## config.mk

```make
export PLATFORM = sky130hd
export DESIGN_NAME = vga_frame_timer
export DESIGN_NICKNAME = d
export VERILOG_FILES = /design/src/rtl/vga_frame_timer.sv
export SDC_FILE = /design/constraint.sdc
export NUM_CORES = 1
export LEC_CHECK = 0
export CORE_ASPECT_RATIO = 1.4
export CORE_MARGIN = 5
export CORE_UTILIZATION = 60
export CTS_BUF_LIST = sky130_fd_sc_hd__clkbuf_8
export DETAILED_ROUTE_END_ITERATION = 6
export DONT_BUFFER_PORTS = 1
export GPL_TIMING_DRIVEN = 0
export PLACE_DENSITY = 0.78
export RECOVER_POWER = 50
export SYNTH_ARGS = -nofsm -noshare
export SYNTH_HDL_FRONTEND = slang
export SYNTH_SLANG_ARGS = --single-unit
```

## constraint.sdc

```tcl
create_clock -name clk -period 4.7 [get_ports clk]
set_input_delay 0.705 -clock clk [delete_from_list [all_inputs] [get_ports clk]]
set_output_delay 0.705 -clock clk [all_outputs]
set_load 0.005 [all_outputs]
```

## src/rtl/vga_frame_timer.sv

```systemverilog
// vga_frame_timer: pixel-rate divider plus VGA raster counters.
// Produces h/v counters, registered active-low syncs, the visible-area flag
// and a one-clk frame strobe at the start of vertical blanking.
module vga_frame_timer #(
   parameter int CLK_DIV   = 4,
   parameter int H_VISIBLE = 640,
   parameter int H_FRONT   = 16,
   parameter int H_SYNC    = 96,
   parameter int H_BACK    = 48,
   parameter int V_VISIBLE = 480,
   parameter int V_FRONT   = 10,
   parameter int V_SYNC    = 2,
   parameter int V_BACK    = 33
) (
   input  logic        clk,
   input  logic        reset,      // asynchronous, active low
   output logic        pix_tick,
   output logic [9:0]  h_cnt,
   output logic [9:0]  v_cnt,
   output logic        hsync,
   output logic        vsync,
   output logic        video_on,
   output logic        frame,
   output logic [15:0] frame_cnt
);

   localparam int H_TOTAL = H_VISIBLE + H_FRONT + H_SYNC + H_BACK;
   localparam int V_TOTAL = V_VISIBLE + V_FRONT + V_SYNC + V_BACK;

   localparam logic [4:0] DIV_MAX  = 5'(CLK_DIV - 1);
   localparam logic [9:0] H_LAST   = 10'(H_TOTAL - 1);
   localparam logic [9:0] V_LAST   = 10'(V_TOTAL - 1);
   localparam logic [9:0] H_VIS    = 10'(H_VISIBLE);
   localparam logic [9:0] V_VIS    = 10'(V_VISIBLE);
   localparam logic [9:0] HS_FIRST = 10'(H_VISIBLE + H_FRONT);
   localparam logic [9:0] HS_LAST  = 10'(H_VISIBLE + H_FRONT + H_SYNC - 1);
   localparam logic [9:0] VS_FIRST = 10'(V_VISIBLE + V_FRONT);
   localparam logic [9:0] VS_LAST  = 10'(V_VISIBLE + V_FRONT + V_SYNC - 1);

   logic [4:0]  div_q, div_d;
   logic [9:0]  h_q, h_d;
   logic [9:0]  v_q, v_d;
   logic        hsync_q, hsync_d;
   logic        vsync_q, vsync_d;
   logic        frame_q, frame_d;
   logic [15:0] frame_cnt_q, frame_cnt_d;
   logic        tick;
   logic        h_wrap;

   // Tick decoded straight from the divider register; with CLK_DIV=1 the
   // divider never leaves 0, so the tick is also high throughout reset.
   assign tick   = (div_q == DIV_MAX);
   assign h_wrap = tick && (h_q == H_LAST);

   // Next-state for divider, counters, syncs and frame strobe. Syncs and
   // strobe look at the next counter values so they move on the same edge.
   always_comb begin
      div_d       = tick ? 5'd0 : div_q + 5'd1;
      h_d         = h_q;
      v_d         = v_q;
      if (tick) begin
         h_d = h_wrap ? 10'd0 : h_q + 10'd1;
      end
      if (h_wrap) begin
         v_d = (v_q == V_LAST) ? 10'd0 : v_q + 10'd1;
      end
      hsync_d     = !((h_d >= HS_FIRST) && (h_d <= HS_LAST));
      vsync_d     = !((v_d >= VS_FIRST) && (v_d <= VS_LAST));
      // Only the wrap edge lands on (0, V_VISIBLE), so the pulse is one clk
      // long regardless of how many clks each pixel lasts.
      frame_d     = h_wrap && (v_d == V_VIS);
      frame_cnt_d = frame_d ? frame_cnt_q + 16'd1 : frame_cnt_q;
   end

   // State registers with asynchronous active-low reset.
   always_ff @(posedge clk or negedge reset) begin
      if (!reset) begin
         div_q       <= 5'd0;
         h_q         <= 10'd0;
         v_q         <= 10'd0;
         hsync_q     <= 1'b1;
         vsync_q     <= 1'b1;
         frame_q     <= 1'b0;
         frame_cnt_q <= 16'd0;
      end else begin
         div_q       <= div_d;
         h_q         <= h_d;
         v_q         <= v_d;
         hsync_q     <= hsync_d;
         vsync_q     <= vsync_d;
         frame_q     <= frame_d;
         frame_cnt_q <= frame_cnt_d;
      end
   end

   assign pix_tick  = tick;
   assign h_cnt     = h_q;
   assign v_cnt     = v_q;
   assign hsync     = hsync_q;
   assign vsync     = vsync_q;
   assign video_on  = (h_q < H_VIS) && (v_q < V_VIS);
   assign frame     = frame_q;
   assign frame_cnt = frame_cnt_q;

endmodule

```

# Word level (Yosys, flattened, before mapping)
# Cells that the tools add are included.
[totals]
reg_bits = 44
in_bits = 2
out_inout_bits = 41
wordCells = 33
[classes]
add_sub_neg = 4
order_cmp = 6
eq_ne = 4
muxes = 5
n_reduce_logical = 7
[ops]
columns = ["cell", "n"]
rows = [
  ["$mux W10", 4],
  ["$add A10 B1 Y10 const B", 2],
  ["$eq A10 B10 Y1 const B", 2],
  ["$add A16 B1 Y16 const B", 1],
  ["$eq A10 B9 Y1 const B", 1],
  ["$ge A10 B10 Y1 const B", 1],
  ["$ge A10 B9 Y1 const B", 1],
  ["$le A10 B10 Y1 const B", 1],
  ["$le A10 B9 Y1 const B", 1],
  ["$lt A10 B10 Y1 const B", 1],
  ["$lt A10 B9 Y1 const B", 1],
  ["$add A5 B1 Y5 const B", 1],
  ["$eq A5 B2 Y1 const B", 1],
  ["$logic_and A1 B1 Y1", 5],
  ["$mux W5", 1],
  ["$logic_not A1 Y1", 2],
]

# Logic depth before layout (Yosys ltp)
# Gate-level depths: netlist (run 1).
[logic_depth]
depth_word = 7
ltp_mapped = 11
depth_no_buf = 9

# Worst setup path after synthesis (run 1)
# No wires, ideal clock.
[synth_path]
kind = "register to register"
startpoint = "reg div_q[0]"
endpoint = "reg frame_cnt_q[10] (netlist: frame_cnt[10])"
setup_time_ns = 0.079
t_arrival_ns = 3.171
required_time_ns = 4.621
setup_slack_ns = 1.450
stages_incl_launch_ff = 12
n_path_buf = 3
period_less_slack_ns = 3.250
cell_sequence = "dfrtp_1 > ha_1 > or4b_1 > buf_2 > nor4_1 > mux2_2 > or4_1 > or3_1 > buf_2 > buf_6 > nor3_1 > xor2_1"
[synth_via]
elab_chain_len = 5
[synth_lines]
columns = ["element", "line", "source"]
rows = [
  ["from (decl)", "40", "logic [4:0] div_q, div_d;"],
  ["from (signal assigned)", "86", "div_q <= div_d;"],
  ["$eq A5 B2 Y1 (*)", "52", "assign tick = (div_q == DIV_MAX);"],
  ["$logic_and A1 B1 Y1 (*)", "53", "assign h_wrap = tick && (h_q == H_LAST);"],
  ["$mux W10", "64", "if (h_wrap) begin"],
  ["$eq A10 B9 Y1", "71", "frame_d = h_wrap && (v_d == V_VIS);"],
  ["$logic_and A1 B1 Y1 (*)", "71", ""],
  ["to (signal assigned)", "92", "frame_cnt_q <= frame_cnt_d;"],
  ["to (decl)", "46", "logic [15:0] frame_cnt_q, frame_cnt_d;"],
]
# Every way passes the cells marked *; elsewhere a longest branch is shown, timed or not.
# A chain may end at the register's enable or synchronous reset.

# Worst setup path in the final report (run 1)
[layout_path]
startpoint = "reg div_q[0]"
endpoint = "reg frame_cnt_q[9] (netlist: frame_cnt[9])"
# Same word-level chain as after synthesis.

==> results of run 1 <==
[Yosys cell counts]
master | number | area [µm²]
o21a_1 | 3 | 22.5
clkbuf_1 | 3 | 11.3
mux2_2 | 2 | 22.5
xor2_1 | 17 | 149
nor4_1 | 5 | 31.3
or4_1 | 3 | 22.5
nand2b_1 | 4 | 25.0
nand2_1 | 24 | 90.1
inv_1 | 8 | 30.0
dfrtp_1 | 42 | 1050
nand4_1 | 8 | 50.1
nand4b_1 | 2 | 17.5
o21ai_2 | 1 | 8.76
and2b_1 | 1 | 7.51
o21ai_0 | 9 | 45.0
buf_6 | 1 | 11.3
nor2_1 | 13 | 48.8
o31ai_1 | 3 | 22.5
nor3_1 | 9 | 45.0
buf_1 | 1 | 3.75
or3_1 | 4 | 25.0
a2bb2oi_1 | 1 | 8.76
nand3_1 | 15 | 75.1
o22ai_1 | 1 | 6.26
or4b_1 | 1 | 10.0
nand4bb_1 | 1 | 11.3
and3_1 | 7 | 43.8
nor3b_1 | 1 | 7.51
a21oi_1 | 4 | 20.0
a211oi_1 | 1 | 7.51
ha_1 | 5 | 62.6
a21o_1 | 2 | 15.0
and4_1 | 1 | 8.76
or4bb_1 | 1 | 11.3
buf_2 | 3 | 15.0
xnor2_1 | 15 | 131
nor4_4 | 1 | 21.3
dfstp_2 | 2 | 52.6
[area by class of cell]
| class | count | area [µm²] |
|---|---|---|
| inverter | 8 | 30.0 |
| buffer | 8 | 41.3 |
| clock buffer | 6 | 82.6 |
| fill | 297 | 1250 |
| sequential | 44 | 1100 |
| multi-input combinational | 165 | 1070 |
| clock inverter | 2 | 7.51 |
| tap | 42 | 52.6 |
[sequential cells by signal (all words and copies together), names as in the netlist]
name and flops:
frame 1, v_cnt 10, hsync 1, div_q 5
h_cnt 10, frame_cnt 16, vsync 1
[worst min-delay path by stage]
| stage | from | end | slack, ns |
|---|---|---|---|
| 3_3_place_gp | reset | frame_cnt[2] | 0.41 |
| 4_1_cts | reset | v_cnt[1] | 0.08 |
| 5_1_grt | reset | v_cnt[1] | 0.08 |
| 2_1_floorplan | reset | div_q[0] | 0.41 |
| 6_report | reset | v_cnt[1] | 0.09 |
| 3_5_place_dp | reset | frame_cnt[0] | 0.41 |
[metal layers]
metal  routed length (µm)  part of all wire, %  global-route usage [%]
met5                    0                    0                       0
met4                   64                  1.4                    7.01
met3                  325                  7.2                    5.91
met2                 2350                   52                    35.6
met1                 1770                   39                    22.9
[report_power, final]
part           switching [mW]  internal [mW]
clock                   0.121          0.116
combinational               0              0
sequential                  0          0.378
total                   0.121          0.494
[kinds of logic after synthesis]
kind of cell    after synthesis  share of synthesized area, %
flops                        44                          49.1
fa+ha+maj                     5                          2.78
mux                           2                          1.00
xor+xnor                     32                          12.5
compound gates               25                          6.96
buf+inv                      16                          3.17
simple gates                101                          24.5
[worst register-to-register path: cells and delay by family, from the launching register on]
family,cells,cell delay [ns]
xor gates and xnor gates,1,0.17
muxes,1,0.39
DFF,1,0.38
adders and majority gates,1,0.21
buffers and inverters,3,0.51
and+or+nand+nor,5,1.81
==> results.md, run 1 <==
- Status: complete, no violations
- Worst-path fanout max: 10
- Worst Skew: around 0.0065 ns
- Initial Utilization: just over 60%
- Hold WS: 0.0938 ns
- Highest Clock Rate: between 0.2 and 0.3 GHz
- Final setup TNS: 0 ns
- Iteration count of the initial detailed-routing pass: 4
- Cell area after layout: between 2000 and 2500 µm²
- Critical path class: reg -> reg
- Crit start category: flop
- First-pass GRT wire length: between 7000 and 8000 µm
- H-tree Lvls: 2
- Dpl hpwl: between 3000 and 4000 µm
- CTS resizes: 0
- Syn avg cell area: about 10 µm²
- Critical path startpoint: div_q[0]
- WP buf/inv: 3
- Finished Layout Cells: between 200 and 300
- Worst path slowest cell: or4_1
- Die Ht: ~80 µm
- Clock Latency Late Sink: between 0.2 and 0.3 ns
- Post-Syn Area: 2250 µm²
- Syn. warnings: 0
- Drt wl/cell: 16.4 µm
- Initial antenna violation count: 0
- Clock root cell: clkbuf_8
- Maximum number of pins on one net before global-route repair: 45
- Die extent in x: approximately 62 µm
- N_diodes: 0
- Endpoints failing hold: 0
- Slew headroom: a little under 30%
- Mapped Cells: 225
- Required time of the worst setup path: just under 5 ns
- Gpl congestion: approximately 0.8
- Yosys cell types: 38
- Worst Tran Pin Value: 1.06 ns
- CP endpoint: frame_cnt[9]
- Min Clock Period, post-route: about 3.5 ns
- Total Wirelength: approximately 4500 µm
- Antenna-violating nets left: 0
- Worst path depth: 11
- Crit-path leading delay family: simple AND/OR/NAND/NOR gates
- Crit-path cells: ha_1 -> or4b_1 -> buf_2 -> nor4_1 -> mux2_2 -> or4_1 -> or3_1 -> buf_2 -> buf_6 -> nor3_1 -> xor2_1
- Grt ovf: 0
- Share of cells above drive strength 1: a little under 7%
- Core area: around 3600 µm²
- Vias per cell: between 6 and 7
- Final Total Pwr: just over 600 µW
- CTS tree: built
- Site Rows: 26
- Worst hold path type: in -> async
- Layout Utilization: around 66%
- Max_cap viols: 0
- R2r setup slk: between 1 and 1.5 ns
- Worst r2r dst: frame_cnt[9]
- Final Slew Violations: 0
- Area delta synth->final: 6.34%
- DRC: 0
- Initial drt markers: 86
- Post-CTS Hold Buffers: 0
- Static leakage: roughly 1.1 nW
- Top cell by count, worst path: buf_2
- Setup crit end kind: flop
- R2R cell count: 11
- Critical Path Max Stage Delay: around 0.48 ns
- Via count: roughly 1700
- Total GRT Usage: between 20 and 25%
- Sink Count: 44
- Io pins: 43
- Die ar.: slightly above 5000 µm²
- Reg clk slew, reported paths: about 0.08 ns
- Layout net count: ~240
- Total CTS buffers: 5
- Post-synthesis sequential area ratio: between 40% and 50%
- FF-to-FF Start: div_q[0]
- Final setup viols: 0
- Setup slack after layout: about 1.2 ns
- Syn Nets: ~230
- Critical path arrival: 3.76 ns
- Commonest non-fill, non-tap cell in the layout: dfrtp_1
- Vias in the first global route: roughly 1700
- DP Cell Count: 267
- DP Area: between 2000 and 2500 µm²
- RSZ-0062 raised after global routing: no
- Power per standard cell area: roughly 260 nW/µm²
- Setup WS pre-CTS: around 1.2 ns
- Maximum vdd drop: around 200 µV
- Final Cycle Share: 75.4%
- I/O Buffers: 0
- Seq cells post-synth: 44
- Most frequent cells in the layout: dfrtp_1, nand2_1, xor2_1
- Maximum buffer depth of the clock tree: 2
- Setup Buffers After CTS: 0
(Power assumes the default switching activity.)
==> inputs of run 2 (changes only) <==
==> constraint.sdc (replaced) <==
create_clock -name clk -period 3.7 [get_ports clk]
set_input_delay 0.555 -clock clk [delete_from_list [all_inputs] [get_ports clk]]
set_output_delay 0.555 -clock clk [all_outputs]
set_load 0.005 [all_outputs]
==> results.md, run 2 (synthesis gave the netlist of run 1 again) <==
- Cell area after layout: 2400 µm² (was 2390 µm²)
- Setup crit end kind: flop (unchanged)
- Required time of the worst setup path: 3.91 ns (was 4.91 ns)
- Commonest non-fill, non-tap cell in the layout: dfrtp_1 (unchanged)
- Static leakage: 1.10 nW (about the same)
- Layout net count: 240 (was 239)
- RSZ-0062 raised after global routing: no (unchanged)
- Dpl hpwl: 3270 µm (unchanged)
- Sink Count: 44 (unchanged)
- Worst Skew: 0.00700 ns (was 0.00650 ns)
- Max FFs per register: 16 (unchanged)
- Endpoints failing hold: 0 (unchanged)
- Io pins: 43 (unchanged)
- FF-to-FF Start: div_q[0] (unchanged)
- Total Wirelength: 4630 µm (was 4510 µm)
- Most frequent cells in the layout: dfrtp_1, nand2_1, xor2_1 (unchanged)
- Clock Latency Late Sink: 0.29 ns (about the same)
- Share of cells above drive strength 1: 7.26% (was 6.87%)
- Site Rows: 26 (unchanged)
- Highest Clock Rate: 0.289 GHz (was 0.282 GHz)
- Drt wl/cell: 16.8 µm (was 16.4 µm)
- DRC: 0 (unchanged)
- I/O Buffers: 0 (unchanged)
- Total CTS buffers: 5 (unchanged)
- Reg clk slew, reported paths: 0.08 ns (about the same)
- Worst Tran Pin Value: 2.16 ns (was 1.06 ns)
- Slew headroom: -44.2% (was 28.8%)
- Worst-path fanout max: 10 (unchanged)
- Fillcell total: 293 (was 297)
- Initial drt markers: 101 (was 86)
- Failing checks: max-capacitance violations, max-slew violations
- Critical path class: reg -> reg (unchanged)
- Worst hold path type: in -> async (unchanged)
- Core area: 3640 µm² (unchanged)
- First-pass GRT wire length: 7800 µm (was 7710 µm)
- Power per standard cell area: 329 nW/µm² (was 257 nW/µm²)
- Gpl congestion: 0.803 (unchanged)
- Max_cap viols: 1 (was 0)
- Final setup viols: 0 (unchanged)
- Status: finished, violations left (was complete, no violations)
- Grt ovf: 0 (unchanged)
- Area delta synth->final: 6.79% (was 6.34%)
- Min Clock Period, post-route: 3.46 ns (was 3.54 ns)
- Layout Utilization: 65.9% (was 65.6%)
- Maximum vdd drop: 259 µV (was 201 µV)
- DP Cell Count: 267 (unchanged)
- Antenna-violating nets left: 0 (unchanged)
- Iteration count of the initial detailed-routing pass: 4 (unchanged)
- Clock root cell: clkbuf_8 (unchanged)
- Crit start category: flop (unchanged)
- Total GRT Usage: 20.7% (was 20.3%)
- Via count: 1696 (was 1679)
- CTS tree: built (unchanged)
- Critical path startpoint: div_q[0] (unchanged)
- Vias per cell: 6.14 (was 6.11)
- Critical path arrival: 3.67 ns (was 3.76 ns)
- N_diodes: 0 (unchanged)
- Final Slew Violations: 43 (was 0)
- Maximum buffer depth of the clock tree: 2 (unchanged)
- H-tree Lvls: 2 (unchanged)
- Die ar.: 5090 µm² (unchanged)
- DP Area: 2300 µm² (unchanged)
- Final Cycle Share: 93.5% (was 75.4%)
- Die Ht: 82.4 µm (unchanged)
- Die extent in x: 61.7 µm (unchanged)
- Vias in the first global route: 1662 (was 1653)
- Final setup TNS: 0 ns (unchanged)
- Hold WS: 0.0930 ns (was 0.0938 ns)
- Initial Utilization: 61.7% (unchanged)
- Maximum number of pins on one net before global-route repair: 43 (was 45)
- Finished Layout Cells: 276 (was 275)
- Initial antenna violation count: 0 (unchanged)
## run 2: cell types whose count changed in the layout (fill, tap and decap cells not counted), sizes merged
cell and change:
clkbuf +1
## run 2: per-stage QoR
stage,worst slack [ns],power [mW]
finish,0.239,0.790
global route,0.00226,0.824
CTS,0.136,0.803
detailed placement,0.203,0.490
global placement,0.151,0.490
floorplan,0.450,0.490
## run 2: layout make-up
cell class / instances / area [µm²] / area share [%]
clock buffer: 6 / 82.6 / 3.44
tap: 42 / 52.6 / 2.19
multi-input combinational: 165 / 1080 / 45.0
timing repair buffer: 1 / 3.75 / 0.156
clock inverter: 2 / 7.51 / 0.313
inverter: 8 / 30.0 / 1.25
buffer: 8 / 41.3 / 1.72
sequential: 44 / 1100 / 46.0
## run 2: final timing paths
check	end	slack, ns	cells past startpoint
min reg2reg	div_q[0]	0.47	1
max	frame_cnt[9]	0.24	11
max reg2reg	frame_cnt[9]	0.24	11
max in group asynchronous	frame_cnt[12]	1.58	1
min	vsync	0.09	0
min in group clk	div_q[0]	0.47	1
## run 2: critical path, cell delays in order, from the launching register on
cell     delay, ns
dfrtp_1       0.38
ha_1          0.21
or4b_1        0.44
buf_2         0.19
nor4_2        0.29
mux2_2        0.37
or4_1         0.48
or3_1         0.30
buf_2         0.17
buf_6         0.15
nor3_1        0.23
xor2_1        0.17
## run 2: report_power, final
| part | internal [mW] | switching [mW] |
|---|---|---|
| clock | 0.147 | 0.154 |
| combinational | 0.000166 | 0.00831 |
| sequential | 0.481 | 0 |
## run 2: what timing repair did
item,CTS,global route
buffers inserted,0,0
resized for setup,0,1
hold buffers,1,0
hold endpoints to repair,42,0
setup endpoints to repair,0,5
## run 2: routing by layer
| layer | routed length, µm | vias up | track usage, % |
|---|---|---|---|
| met3 | 357 | 9 | 5.60 |
| met4 | 77 | 0 | 7.01 |
| met1 | 1800 | 825 | 24.0 |
| li1 | - | 809 | - |
| met5 | 0 | - | 0 |
| met2 | 2400 | 53 | 36.0 |
==> inputs of run 3 (changes only) <==
--- a/config.mk
+++ b/config.mk
@@ -7,12 +7,12 @@
 export LEC_CHECK = 0
 export CORE_ASPECT_RATIO = 1.4
 export CORE_MARGIN = 5
-export CORE_UTILIZATION = 60
+export CORE_UTILIZATION = 65
 export CTS_BUF_LIST = sky130_fd_sc_hd__clkbuf_8
 export DETAILED_ROUTE_END_ITERATION = 6
 export DONT_BUFFER_PORTS = 1
 export GPL_TIMING_DRIVEN = 0
-export PLACE_DENSITY = 0.78
+export PLACE_DENSITY = 0.83
 export RECOVER_POWER = 50
 export SYNTH_ARGS = -nofsm -noshare
 export SYNTH_HDL_FRONTEND = slang
==> constraint.sdc (replaced) <==
create_clock -name clk -period 3.7 [get_ports clk]
set_input_delay 0.555 -clock clk [delete_from_list [all_inputs] [get_ports clk]]
set_output_delay 0.555 -clock clk [all_outputs]
set_load 0.05 [all_outputs]
==> results.md, run 3 (synthesis gave the netlist of run 1 again) <==
- Status: finished, violations left (unchanged)
- Failing checks: max-capacitance violations, max-slew violations (unchanged)
- Area delta synth->final: 10.1% (was 6.79%)
- Total CTS buffers: 5 (unchanged)
- RSZ-0062 raised after global routing: no (unchanged)
- Final setup TNS: 0 ns (unchanged)
- Io pins: 43 (unchanged)
- I/O Buffers: 0 (unchanged)
- Final Slew Violations: 43 (unchanged)
- Fillcell total: 253 (was 293)
- Min Clock Period, post-route: 3.49 ns (was 3.46 ns)
- Drt wl/cell: 17.1 µm (was 16.8 µm)
- Final Cycle Share: 94.3% (was 93.5%)
- Die extent in x: 59.7 µm (was 61.7 µm)
- Crit start category: flop (unchanged)
- Dpl hpwl: 3340 µm (was 3270 µm)
- Iteration count of the initial detailed-routing pass: 4 (unchanged)
- N_diodes: 0 (unchanged)
- Share of cells above drive strength 1: 11.1% (was 7.26%)
- Initial antenna violation count: 0 (unchanged)
- Highest Clock Rate: 0.286 GHz (was 0.289 GHz)
- Worst-path fanout max: 10 (unchanged)
- Gpl congestion: 0.841 (was 0.803)
- Setup WS pre-CTS: 0.00910 ns (was 0.203 ns)
- Vias per cell: 6.27 (was 6.14)
- Commonest non-fill, non-tap cell in the layout: dfrtp_1 (unchanged)
- Site Rows: 25 (was 26)
- Critical path class: reg -> reg (unchanged)
- Worst Tran Pin Value: 2.18 ns (was 2.16 ns)
- Die Ht: 79.6 µm (was 82.4 µm)
- WP buf/inv: 2 (was 3)
- Total Wirelength: 4690 µm (was 4630 µm)
- Static leakage: 1.12 nW (was 1.10 nW)
- H-tree Lvls: 2 (unchanged)
- Vias in the first global route: 1767 (was 1662)
- Antenna-violating nets left: 0 (unchanged)
- Setup slack after layout: 0.209 ns (was 0.239 ns)
- Initial drt markers: 91 (was 101)
- Power per standard cell area: 358 nW/µm² (was 329 nW/µm²)
- Maximum vdd drop: 281 µV (was 259 µV)
- Sink Count: 44 (unchanged)
- Max_cap viols: 1 (unchanged)
- Critical Path Max Stage Delay: 0.79 ns (was 0.48 ns)
- First-pass GRT wire length: 7990 µm (was 7800 µm)
- Endpoints failing hold: 0 (unchanged)
- Critical path arrival: 3.71 ns (was 3.67 ns)
- Hold WS: 0.0955 ns (was 0.0930 ns)
- Required time of the worst setup path: 3.91 ns (about the same)
- Reg clk slew, reported paths: 0.08 ns (about the same)
- Total GRT Usage: 21.9% (was 20.7%)
- Die ar.: 4750 µm² (was 5090 µm²)
- Clock Latency Late Sink: 0.29 ns (about the same)
- Most frequent cells in the layout: dfrtp_1, nand2_1, xor2_1 (unchanged)
- Slew headroom: -45.2% (was -44.2%)
- Crit-path leading delay family: simple AND/OR/NAND/NOR gates (unchanged)
- Layout net count: 240 (unchanged)
- DRC: 0 (unchanged)
- Grt ovf: 0 (unchanged)
- CTS tree: built (unchanged)
- DP Cell Count: 265 (was 267)
- Max FFs per register: 16 (unchanged)
- Setup crit end kind: flop (unchanged)
- Finished Layout Cells: 274 (was 276)
- Clock root cell: clkbuf_8 (unchanged)
- Worst hold path type: in -> async (unchanged)
- Core area: 3350 µm² (was 3640 µm²)
- Final setup viols: 0 (unchanged)
- Maximum number of pins on one net before global-route repair: 43 (unchanged)
- Worst Skew: 0.00279 ns (was 0.00700 ns)
- Via count: 1719 (was 1696)
- Initial Utilization: 67.2% (was 61.7%)
- Crit-path cells: or4bb_1 -> nor4_4 -> mux2_2 -> or4_1 -> or3_1 -> buf_2 -> buf_6 -> nor3_1 -> xor2_1 (was ha_1 -> or4b_1 -> buf_2 -> nor4_2 -> mux2_2 -> or4_1 -> or3_1 -> buf_2 -> buf_6 -> nor3_1 -> xor2_1)
- Worst path slowest cell: dfrtp_1 (was or4_1)
- Maximum buffer depth of the clock tree: 2 (unchanged)
==> run 3: cell types whose count changed in the layout (fill, tap and decap cells not counted), sizes merged <==
cell,delta
buf,-1
inv,-2
clkbuf,+2
bufinv,+1
==> run 3: path summary, 6_finish.rpt <==
check | from | slack (ns) | cells after the start | to
min in group clk | div_q[4] | 0.49 | 1 | div_q[4]
setup reg to reg | v_cnt[3] | 0.21 | 9 | frame_cnt[9]
hold reg to reg | div_q[4] | 0.49 | 1 | div_q[4]
setup / recovery | v_cnt[3] | 0.21 | 9 | frame_cnt[9]
hold / removal | reset | 0.1 | 0 | hsync
max in group asynchronous | reset | 1.40 | 1 | v_cnt[1]
==> run 3: metrics by stage <==
step | util, % | instance area (µm²) | power, mW
floorplan | - | 2250 | 0.490
global placement | 68.7 | 2300 | 0.490
detailed placement | 68.7 | 2300 | 0.490
CTS | 73.3 | 2450 | 0.894
global route | 74.0 | 2480 | 0.912
finish | 74.0 | 2480 | 0.886
==> run 3: cell type report <==
class                   instances  area, µm²  share of cell area [%]
flip-flops and latches         44       1110                    44.8
multi-input cells             165       1110                    45.0
clock buffers                   7       96.3                    3.89
clock inverters                 1       30.0                    1.21
well taps                      40       50.0                    2.02
plain buffers                   8       43.8                    1.77
repair buffers                  1       3.75                   0.152
inverters                       8       30.0                    1.21
==> run 3: layer usage <==
metal  GRT usage, %  wire length (µm)  vias up
met2           34.5              2410       55
met5              0                 0        -
li1               -                 -      812
met3           6.63               331       11
met4           11.8               127        0
met1           26.1              1820      841
==> run 3: repair_timing <==
action,in CTS,in global routing
setup endpoints to repair,2,6
resized for setup,3,9
hold buffers,1,0
setup buffers,0,0
hold endpoints to repair,42,0
pin swaps,0,0
==> run 3: power by group <==
part / switching [mW] / internal, mW / leakage [nW]
Sequential: 0 / 0.480 / 0.584
Clock: 0.159 / 0.238 / 0.0645
Combinational: 0.00836 / 0.000165 / 0.473
